## config.mk

```make
export PLATFORM = sky130hd
export DESIGN_NAME = wb_rr_arbiter_flat
export DESIGN_NICKNAME = d
export VERILOG_FILES = /design/src/rtl/wb_rr_arbiter_pkg.sv /design/src/rtl/wb_rr_arbiter_if.sv /design/src/rtl/wb_rr_arbiter_prio_enc.sv /design/src/rtl/wb_rr_arbiter.sv /design/src/flat_wrapper.sv
export SDC_FILE = /design/constraint.sdc
export NUM_CORES = 1
export LEC_CHECK = 0
export ABC_CLOCK_PERIOD_IN_PS = 2550
export CORE_AREA = 2 2 139 141
export DETAILED_ROUTE_END_ITERATION = 8
export DIE_AREA = 0 0 141 143
export MAX_ROUTING_LAYER = met4
export PLACE_DENSITY_LB_ADDON = 0.3
export SKIP_LAST_GASP = 1
export SLEW_MARGIN = 20
export SYNTH_ARGS = -nofsm -noshare
export SYNTH_HDL_FRONTEND = slang
export SYNTH_SLANG_ARGS = --single-unit
```

## constraint.sdc

```tcl
create_clock -name clk -period 2.55 [get_ports clk]
set_input_delay 0.3825 -clock clk [delete_from_list [all_inputs] [get_ports clk]]
set_output_delay 0.3825 -clock clk [all_outputs]
set_load 0.01 [all_outputs]
```

## src/rtl/wb_rr_arbiter_pkg.sv

```systemverilog
// Shared types and helpers for the Wishbone round-robin arbiter.
package wb_arb_pkg;

  typedef enum logic [1:0] {
    IDLE  = 2'd0,
    OWN   = 2'd1,
    ABORT = 2'd2
  } arb_state_e;

  // Width of the watchdog counter. It is never narrower than one bit, so a
  // disabled watchdog (timeout 0) still has a legal declaration.
  function automatic int wd_width(input int timeout);
    int w;
    w = $clog2(timeout + 1);
    if (w < 1) w = 1;
    return w;
  endfunction

endpackage

```

## src/rtl/wb_rr_arbiter_if.sv

```systemverilog
// Bundle of Wishbone master-side and slave-side signals around the arbiter.
// The 'slave' modport is the arbiter's own view: it is the slave of the
// requesting masters and it drives the shared slave port. The 'master'
// modport is the surrounding system, which drives the requests and the
// slave responses.
interface wb_rr_arbiter_if #(
  parameter int N_MASTER = 3,
  parameter int ADDR_W   = 32,
  parameter int DATA_W   = 32
);
  logic [N_MASTER-1:0]            m_cyc_i;
  logic [N_MASTER-1:0]            m_stb_i;
  logic [N_MASTER-1:0]            m_we_i;
  logic [N_MASTER*ADDR_W-1:0]     m_adr_i;
  logic [N_MASTER*DATA_W-1:0]     m_dat_i;
  logic [N_MASTER*DATA_W/8-1:0]   m_sel_i;
  logic [DATA_W-1:0]              m_dat_o;
  logic [N_MASTER-1:0]            m_ack_o;
  logic [N_MASTER-1:0]            m_err_o;

  logic                           s_cyc_o;
  logic                           s_stb_o;
  logic                           s_we_o;
  logic [ADDR_W-1:0]              s_adr_o;
  logic [DATA_W-1:0]              s_dat_o;
  logic [DATA_W/8-1:0]            s_sel_o;
  logic [DATA_W-1:0]              s_dat_i;
  logic                           s_ack_i;
  logic                           s_err_i;

  modport slave (
    input  m_cyc_i, m_stb_i, m_we_i, m_adr_i, m_dat_i, m_sel_i,
    output m_dat_o, m_ack_o, m_err_o,
    output s_cyc_o, s_stb_o, s_we_o, s_adr_o, s_dat_o, s_sel_o,
    input  s_dat_i, s_ack_i, s_err_i
  );

  modport master (
    output m_cyc_i, m_stb_i, m_we_i, m_adr_i, m_dat_i, m_sel_i,
    input  m_dat_o, m_ack_o, m_err_o,
    input  s_cyc_o, s_stb_o, s_we_o, s_adr_o, s_dat_o, s_sel_o,
    output s_dat_i, s_ack_i, s_err_i
  );

endinterface

```

## src/rtl/wb_rr_arbiter_prio_enc.sv

```systemverilog
// Rotating priority encoder: scans the request vector starting at ptr_i,
// wrapping modulo N, and returns the first requester as one-hot and index.
module rr_prio_enc #(
  parameter int N     = 3,
  parameter int IDX_W = $clog2(N)
) (
  input  logic [IDX_W-1:0] ptr_i,
  input  logic [N-1:0]     req_i,
  output logic [N-1:0]     gnt_o,
  output logic [IDX_W-1:0] idx_o,
  output logic             valid_o
);

  // First set request at or after the pointer wins; nothing set means no grant.
  always_comb begin
    gnt_o   = '0;
    idx_o   = '0;
    valid_o = 1'b0;
    for (int k = 0; k < N; k++) begin
      int               j;
      logic [IDX_W-1:0] jj;
      j = int'(ptr_i) + k;
      if (j >= N) j = j - N;
      jj = IDX_W'(j);
      if (!valid_o && req_i[jj]) begin
        valid_o   = 1'b1;
        gnt_o[jj] = 1'b1;
        idx_o     = jj;
      end
    end
  end

endmodule

```

## src/rtl/wb_rr_arbiter.sv

```systemverilog
// Wishbone-classic N-to-1 arbiter with round-robin or fixed priority,
// cycle-long bus locking and a watchdog that errors out hung slaves.
module wb_rr_arbiter
  import wb_arb_pkg::*;
#(
  parameter int N_MASTER = 3,
  parameter int ADDR_W   = 32,
  parameter int DATA_W   = 32,
  parameter int RR_MODE  = 1,
  parameter int TIMEOUT  = 255
) (
  input  logic                clk,
  input  logic                rstn_i,
  wb_rr_arbiter_if.slave      bus,
  output logic [N_MASTER-1:0] grant_o,
  output logic                busy_o
);

  localparam int IDX_W = $clog2(N_MASTER);
  localparam int WD_W  = wd_width(TIMEOUT);
  localparam int SEL_W = DATA_W / 8;

  arb_state_e          state_q, state_d;
  logic [N_MASTER-1:0] grant_q, grant_d;
  logic [IDX_W-1:0]    idx_q, idx_d;
  logic [IDX_W-1:0]    rr_ptr_q, rr_ptr_d;
  logic [WD_W-1:0]     wd_cnt_q, wd_cnt_d;

  logic [IDX_W-1:0]    enc_ptr;
  logic [IDX_W-1:0]    enc_idx;
  logic [N_MASTER-1:0] enc_gnt;
  logic                enc_valid;

  logic [ADDR_W-1:0]   adr_a [N_MASTER];
  logic [DATA_W-1:0]   dat_a [N_MASTER];
  logic [SEL_W-1:0]    sel_a [N_MASTER];

  logic                owner_cyc;
  logic                live;
  logic                release_w;
  logic                wd_count;
  logic                wd_fire;
  logic [IDX_W-1:0]    next_ptr;

  // Fixed-priority mode pins the search start to master 0.
  assign enc_ptr = (RR_MODE != 0) ? rr_ptr_q : '0;

  rr_prio_enc #(
    .N     (N_MASTER),
    .IDX_W (IDX_W)
  ) u_enc (
    .ptr_i   (enc_ptr),
    .req_i   (bus.m_cyc_i),
    .gnt_o   (enc_gnt),
    .idx_o   (enc_idx),
    .valid_o (enc_valid)
  );

  // Slice the packed per-master buses into arrays so the owner can be picked by index.
  for (genvar i = 0; i < N_MASTER; i++) begin : g_unpack
    assign adr_a[i] = bus.m_adr_i[i*ADDR_W +: ADDR_W];
    assign dat_a[i] = bus.m_dat_i[i*DATA_W +: DATA_W];
    assign sel_a[i] = bus.m_sel_i[i*SEL_W +: SEL_W];
  end

  // The slave only sees the owner while it is in OWN and still holds cyc,
  // so a dropped cyc cuts the slave off in the same cycle.
  assign owner_cyc = bus.m_cyc_i[idx_q];
  assign live      = (state_q == OWN) && owner_cyc;
  assign release_w = (state_q != IDLE) && !owner_cyc;
  assign next_ptr  = (idx_q == IDX_W'(N_MASTER - 1)) ? '0 : idx_q + 1'b1;

  assign bus.s_cyc_o = live;
  assign bus.s_stb_o = live && bus.m_stb_i[idx_q];
  assign bus.s_we_o  = live && bus.m_we_i[idx_q];
  assign bus.s_adr_o = live ? adr_a[idx_q] : '0;
  assign bus.s_dat_o = live ? dat_a[idx_q] : '0;
  assign bus.s_sel_o = live ? sel_a[idx_q] : '0;

  // Read data is broadcast, but held at zero outside OWN.
  assign bus.m_dat_o = (state_q == OWN) ? bus.s_dat_i : '0;

  // The watchdog counts strobed cycles the slave leaves unanswered and
  // fires on the last one before the limit.
  assign wd_count = (TIMEOUT != 0) && bus.s_stb_o && !bus.s_ack_i && !bus.s_err_i;
  assign wd_fire  = wd_count && (wd_cnt_q == WD_W'(TIMEOUT - 1));

  // Responses are steered to the owner only; everyone else sees silence.
  for (genvar i = 0; i < N_MASTER; i++) begin : g_demux
    assign bus.m_ack_o[i] = grant_q[i] && live && bus.s_ack_i;
    assign bus.m_err_o[i] = grant_q[i] && ((live && bus.s_err_i) || wd_fire);
  end

  assign grant_o = grant_q;
  assign busy_o  = (state_q != IDLE);

  // Next-state logic: arbitrate in IDLE, hold ownership while cyc stays up,
  // and bail out to ABORT when the watchdog fires.
  always_comb begin
    state_d  = state_q;
    grant_d  = grant_q;
    idx_d    = idx_q;
    rr_ptr_d = rr_ptr_q;
    wd_cnt_d = '0;
    case (state_q)
      IDLE: begin
        if (enc_valid) begin
          state_d = OWN;
          grant_d = enc_gnt;
          idx_d   = enc_idx;
        end
      end
      OWN: begin
        if (wd_fire) begin
          state_d = ABORT;
        end else if (wd_count) begin
          wd_cnt_d = wd_cnt_q + 1'b1;
        end
      end
      ABORT: begin
        state_d = ABORT;
      end
      default: begin
        state_d = IDLE;
        grant_d = '0;
      end
    endcase
    if (release_w) begin
      state_d  = IDLE;
      grant_d  = '0;
      rr_ptr_d = next_ptr;
      wd_cnt_d = '0;
    end
  end

  // State registers, cleared asynchronously so outputs drop without a clock.
  always_ff @(posedge clk or negedge rstn_i) begin
    if (!rstn_i) begin
      state_q  <= IDLE;
      grant_q  <= '0;
      idx_q    <= '0;
      rr_ptr_q <= '0;
      wd_cnt_q <= '0;
    end else begin
      state_q  <= state_d;
      grant_q  <= grant_d;
      idx_q    <= idx_d;
      rr_ptr_q <= rr_ptr_d;
      wd_cnt_q <= wd_cnt_d;
    end
  end

endmodule

```

## src/flat_wrapper.sv

```systemverilog
// flat-port wrapper written by rule: the top's interface ports become plain ports
module wb_rr_arbiter_flat import wb_arb_pkg::*;
#(
  parameter int N_MASTER = 3,
  parameter int ADDR_W   = 32,
  parameter int DATA_W   = 32,
  parameter int RR_MODE  = 1,
  parameter int TIMEOUT  = 255
)
  (clk, rstn_i, grant_o, busy_o, bus_m_cyc_i, bus_m_stb_i, bus_m_we_i, bus_m_adr_i, bus_m_dat_i, bus_m_sel_i, bus_m_dat_o, bus_m_ack_o, bus_m_err_o, bus_s_cyc_o, bus_s_stb_o, bus_s_we_o, bus_s_adr_o, bus_s_dat_o, bus_s_sel_o, bus_s_dat_i, bus_s_ack_i, bus_s_err_i);
  wb_rr_arbiter_if #(.N_MASTER(N_MASTER), .ADDR_W(ADDR_W), .DATA_W(DATA_W)) bus_i ();
  input  logic clk;
  input  logic rstn_i;
  output logic [N_MASTER-1:0] grant_o;
  output logic busy_o;
  input wire logic [$bits(bus_i.m_cyc_i)-1:0] bus_m_cyc_i;
  input wire logic [$bits(bus_i.m_stb_i)-1:0] bus_m_stb_i;
  input wire logic [$bits(bus_i.m_we_i)-1:0] bus_m_we_i;
  input wire logic [$bits(bus_i.m_adr_i)-1:0] bus_m_adr_i;
  input wire logic [$bits(bus_i.m_dat_i)-1:0] bus_m_dat_i;
  input wire logic [$bits(bus_i.m_sel_i)-1:0] bus_m_sel_i;
  output wire logic [$bits(bus_i.m_dat_o)-1:0] bus_m_dat_o;
  output wire logic [$bits(bus_i.m_ack_o)-1:0] bus_m_ack_o;
  output wire logic [$bits(bus_i.m_err_o)-1:0] bus_m_err_o;
  output wire logic [$bits(bus_i.s_cyc_o)-1:0] bus_s_cyc_o;
  output wire logic [$bits(bus_i.s_stb_o)-1:0] bus_s_stb_o;
  output wire logic [$bits(bus_i.s_we_o)-1:0] bus_s_we_o;
  output wire logic [$bits(bus_i.s_adr_o)-1:0] bus_s_adr_o;
  output wire logic [$bits(bus_i.s_dat_o)-1:0] bus_s_dat_o;
  output wire logic [$bits(bus_i.s_sel_o)-1:0] bus_s_sel_o;
  input wire logic [$bits(bus_i.s_dat_i)-1:0] bus_s_dat_i;
  input wire logic [$bits(bus_i.s_ack_i)-1:0] bus_s_ack_i;
  input wire logic [$bits(bus_i.s_err_i)-1:0] bus_s_err_i;
  assign bus_i.m_cyc_i = bus_m_cyc_i;
  assign bus_i.m_stb_i = bus_m_stb_i;
  assign bus_i.m_we_i = bus_m_we_i;
  assign bus_i.m_adr_i = bus_m_adr_i;
  assign bus_i.m_dat_i = bus_m_dat_i;
  assign bus_i.m_sel_i = bus_m_sel_i;
  assign bus_m_dat_o = bus_i.m_dat_o;
  assign bus_m_ack_o = bus_i.m_ack_o;
  assign bus_m_err_o = bus_i.m_err_o;
  assign bus_s_cyc_o = bus_i.s_cyc_o;
  assign bus_s_stb_o = bus_i.s_stb_o;
  assign bus_s_we_o = bus_i.s_we_o;
  assign bus_s_adr_o = bus_i.s_adr_o;
  assign bus_s_dat_o = bus_i.s_dat_o;
  assign bus_s_sel_o = bus_i.s_sel_o;
  assign bus_i.s_dat_i = bus_s_dat_i;
  assign bus_i.s_ack_i = bus_s_ack_i;
  assign bus_i.s_err_i = bus_s_err_i;
  wb_rr_arbiter #(.N_MASTER(N_MASTER), .ADDR_W(ADDR_W), .DATA_W(DATA_W), .RR_MODE(RR_MODE), .TIMEOUT(TIMEOUT)) u_core (.clk(clk), .rstn_i(rstn_i), .bus(bus_i), .grant_o(grant_o), .busy_o(busy_o));
endmodule
```

==> impl_results.md <==
- DRC errors left: 0
- Die width: 141 µm
- Root Driver: clkbuf_16
- Placed cell area: 0.00727 mm²
- Vias in the first global route: 4746
- Hold depth: 2
- Status: finished with violations
- Starting density of the core: 17.1%
- Ys flop type: dfrtp_1
- Initial antenna violation count: 0
- Design area: 0.00753 mm²
- Layout cells sized above 1: 12.6%
- Global-route wire length before repair: 25.5 mm
- Clock Sinks: 17
- CP Launch Type: flop
- Worst Hold End: u_core.wd_cnt_q[0]
- Worst Hold Class: flop to flop
- Pre-CTS setup slack: -0.315 ns
- Syn nets: 739
- Fin worst setup slack: -0.115 ns
- Largest net degree at the start of global routing: 39
- Met3 GRT Util: 2.75%
- Pwr dens: 779 mW/mm²
- R2r worst-path depth: 9
- Fin crit period: 2.67 ns
- Antenna cell count: 0
- Final period util: 105%
- Placed cells: 1077
- P&R area growth vs syn: 136%
- Fmax: 375 MHz
- Setup violations, final: 13
- Post-synth EDFFs: 0
- TritonCTS clock tree: done
- Critical path endpoint category: output pin
- Iter 0 DRT Violations: 127
- DRT antenna net count: 0
- Via count: 4789
- Number of max-cap violations: 0
- Worst-path clk slew: 0.05 ns
- RePlAce Congestion: 0.868
- Clk buf depth: 2
- Failing checks: negative setup slack
- HPWL after DPL: 14.4 mm
- Final Non-Filler Cells: 1097
- WL per Instance: 15.9 µm
- Most frequent cells in the layout: clkdlybuf4s50_1, nor2_1, a21oi_1
- # rows: 50
- FF+latch area: 430 µm²
- CP Launch Point: u_core.idx_q[1]
- 1st-pass router iterations: 5
- Commonest non-fill, non-tap cell in the layout: clkdlybuf4s50_1
- Routed WL: 17.5 mm
- Gr usage total: 16.6%
- GR Util met2: 32.2%
- Worst Tran Pin Value: 0.772 ns
- Min-delay src: u_core.wd_cnt_q[0]
- Asr flop ratio synth: 100%
- R2r setup slk: 0.24 ns
- Synthesized flop and latch total: 17
- Die Area: 0.0202 mm²
- Final Hold Fails: 0
- Clk_skew: 0.000919 ns
- CP required: 2.17 ns
- Critical R2R Launch: u_core.idx_q[1]
- Latest clock arrival within the worst-skew pair: 0.25 ns
- Met1 Resource Use GR: 17.6%
- RSZ-0062 raised after global routing: yes
- H-tree Lvls: 1
- Setup tns final: -0.404 ns
- Critical path class: flop to output pin
- I/O pin cnt: 362
- Avg Cell Area, Syn: 6.61 µm²
- R2r endpoint: u_core.state_q[1]
- IO Port Bufs: 361
- Seq/Total Area, Yosys: 13.4%
- WHS: 0.532 ns
- Final net count: 1121
- GR Overflow Total: 0
- Count of cell types in the netlist: 45
- Vias/cell: 4.37
- # fillers: 1943
- CP arrival: 2.28 ns
- Leakage: 0.00354 µW
- Busiest grt layer: met2
- Synth Instances: 482
- Crit path max fanout: 7
- # hold bufs at CTS: 0
- Slew margin rel.: 48.4%
- Area of the multi-input gates: 0.00257 mm²
- Pins Over Slew Limit: 0
- Syn Std Cell Area: 0.00319 mm²
- CTS buffer count: 3
- YS warnings: 0
- Max VDD drop: 0.366 mV
- Chip height: 143 µm
- Core box area: 0.0186 mm²
## flip-flops by register name, indices dropped and copies added, names as in the netlist
| name | cells |
|---|---|
| u_core.state_q | 2 |
| u_core.wd_cnt_q | 8 |
| u_core.grant_o | 3 |
| u_core.idx_q | 2 |
| u_core.enc_ptr | 2 |
## worst max-delay path, cell delays in order (launching register included)
cell             delay, ns
dfrtp_4               0.54
mux2_4                0.36
a32oi_4               0.19
buf_12                0.15
bufbuf_16             0.26
nor2_1                0.05
clkdlybuf4s50_1       0.48
## stage by stage
stage | total power [µW] | utilization (%)
after floorplan | 3100 | -
after global placement | 5380 | 39.1
after detailed placement | 5390 | 39.1
after CTS | 5860 | 40.1
after global routing | 6360 | 40.5
final | 5860 | 40.5
## where the power goes
part	leakage [µW]	switching (µW)	internal, µW	total (µW)
Clock	0.0000382	102	212	314
Combinational	0.00328	2480	2650	5130
Sequential	0.000226	80.5	341	421
## repair_timing
item	in CTS	in global routing
pin swaps	1	1
resized for setup	60	97
endpoints found under the setup margin	75	61
gates cloned	2	1
setup buffers	5	8
## worst max-delay path by stage
stage               slack (ns)              end  cells past startpoint
finish                   -0.12   bus_s_dat_o[6]                      6
global route             -0.16   bus_s_dat_o[6]                      6
CTS                      -0.16  bus_s_adr_o[18]                      7
detailed placement       -0.31   bus_m_err_o[1]                      6
global placement         -0.29   bus_m_err_o[1]                      6
floorplan                 0.26  bus_s_adr_o[19]                      7
## cells in the mapped netlist, types with 2 or more instances
| cell | number | area share (%) |
|---|---|---|
| and3_1 | 3 | 0.59 |
| nand3_1 | 4 | 0.63 |
| xor2_1 | 3 | 0.82 |
| dfrtp_1 | 17 | 13 |
| nand3b_1 | 2 | 0.47 |
| a21o_2 | 2 | 0.55 |
| a22oi_1 | 2 | 0.47 |
| mux2i_1 | 72 | 23 |
| clkbuf_1 | 25 | 2.9 |
| nor2b_1 | 4 | 0.79 |
| mux2_2 | 4 | 1.4 |
| nand4_1 | 2 | 0.39 |
| and2_1 | 35 | 6.9 |
| buf_1 | 8 | 0.94 |
| a21oi_1 | 77 | 12 |
| a22o_1 | 4 | 1.1 |
| nor3_1 | 2 | 0.31 |
| xnor2_1 | 2 | 0.55 |
| o21ai_0 | 8 | 1.3 |
| inv_1 | 11 | 1.3 |
| nand2_1 | 8 | 0.94 |
| ha_1 | 8 | 3.1 |
| buf_2 | 3 | 0.47 |
| nor2_1 | 154 | 18 |
| o31ai_1 | 2 | 0.47 |
## metal layers
metal / part of all wire [%] / up-vias
li1: - / 2396
met1: 37 / 2151
met2: 55 / 225
met3: 6.6 / 17
met4: 1.6 / 0
met5: 0 / -
## cell type report
type | count | share of cell area [%]
clock buffers | 4 | 1.05
inverters | 11 | 0.549
multi-input cells | 415 | 34.1
flip-flops and latches | 17 | 5.72
well taps | 234 | 3.89
repair buffers | 416 | 54.7
## cell families after synthesis
kind of cell,after synthesis,synth area share [%]
compound gates,105,19.6
buf+inv,50,7.46
simple gates,221,31.0
fa+ha+maj,8,3.14
xor+xnor,5,1.37
mux,76,24.0
flops,17,13.4
Note: power is estimated with default switching activity, not from simulation.
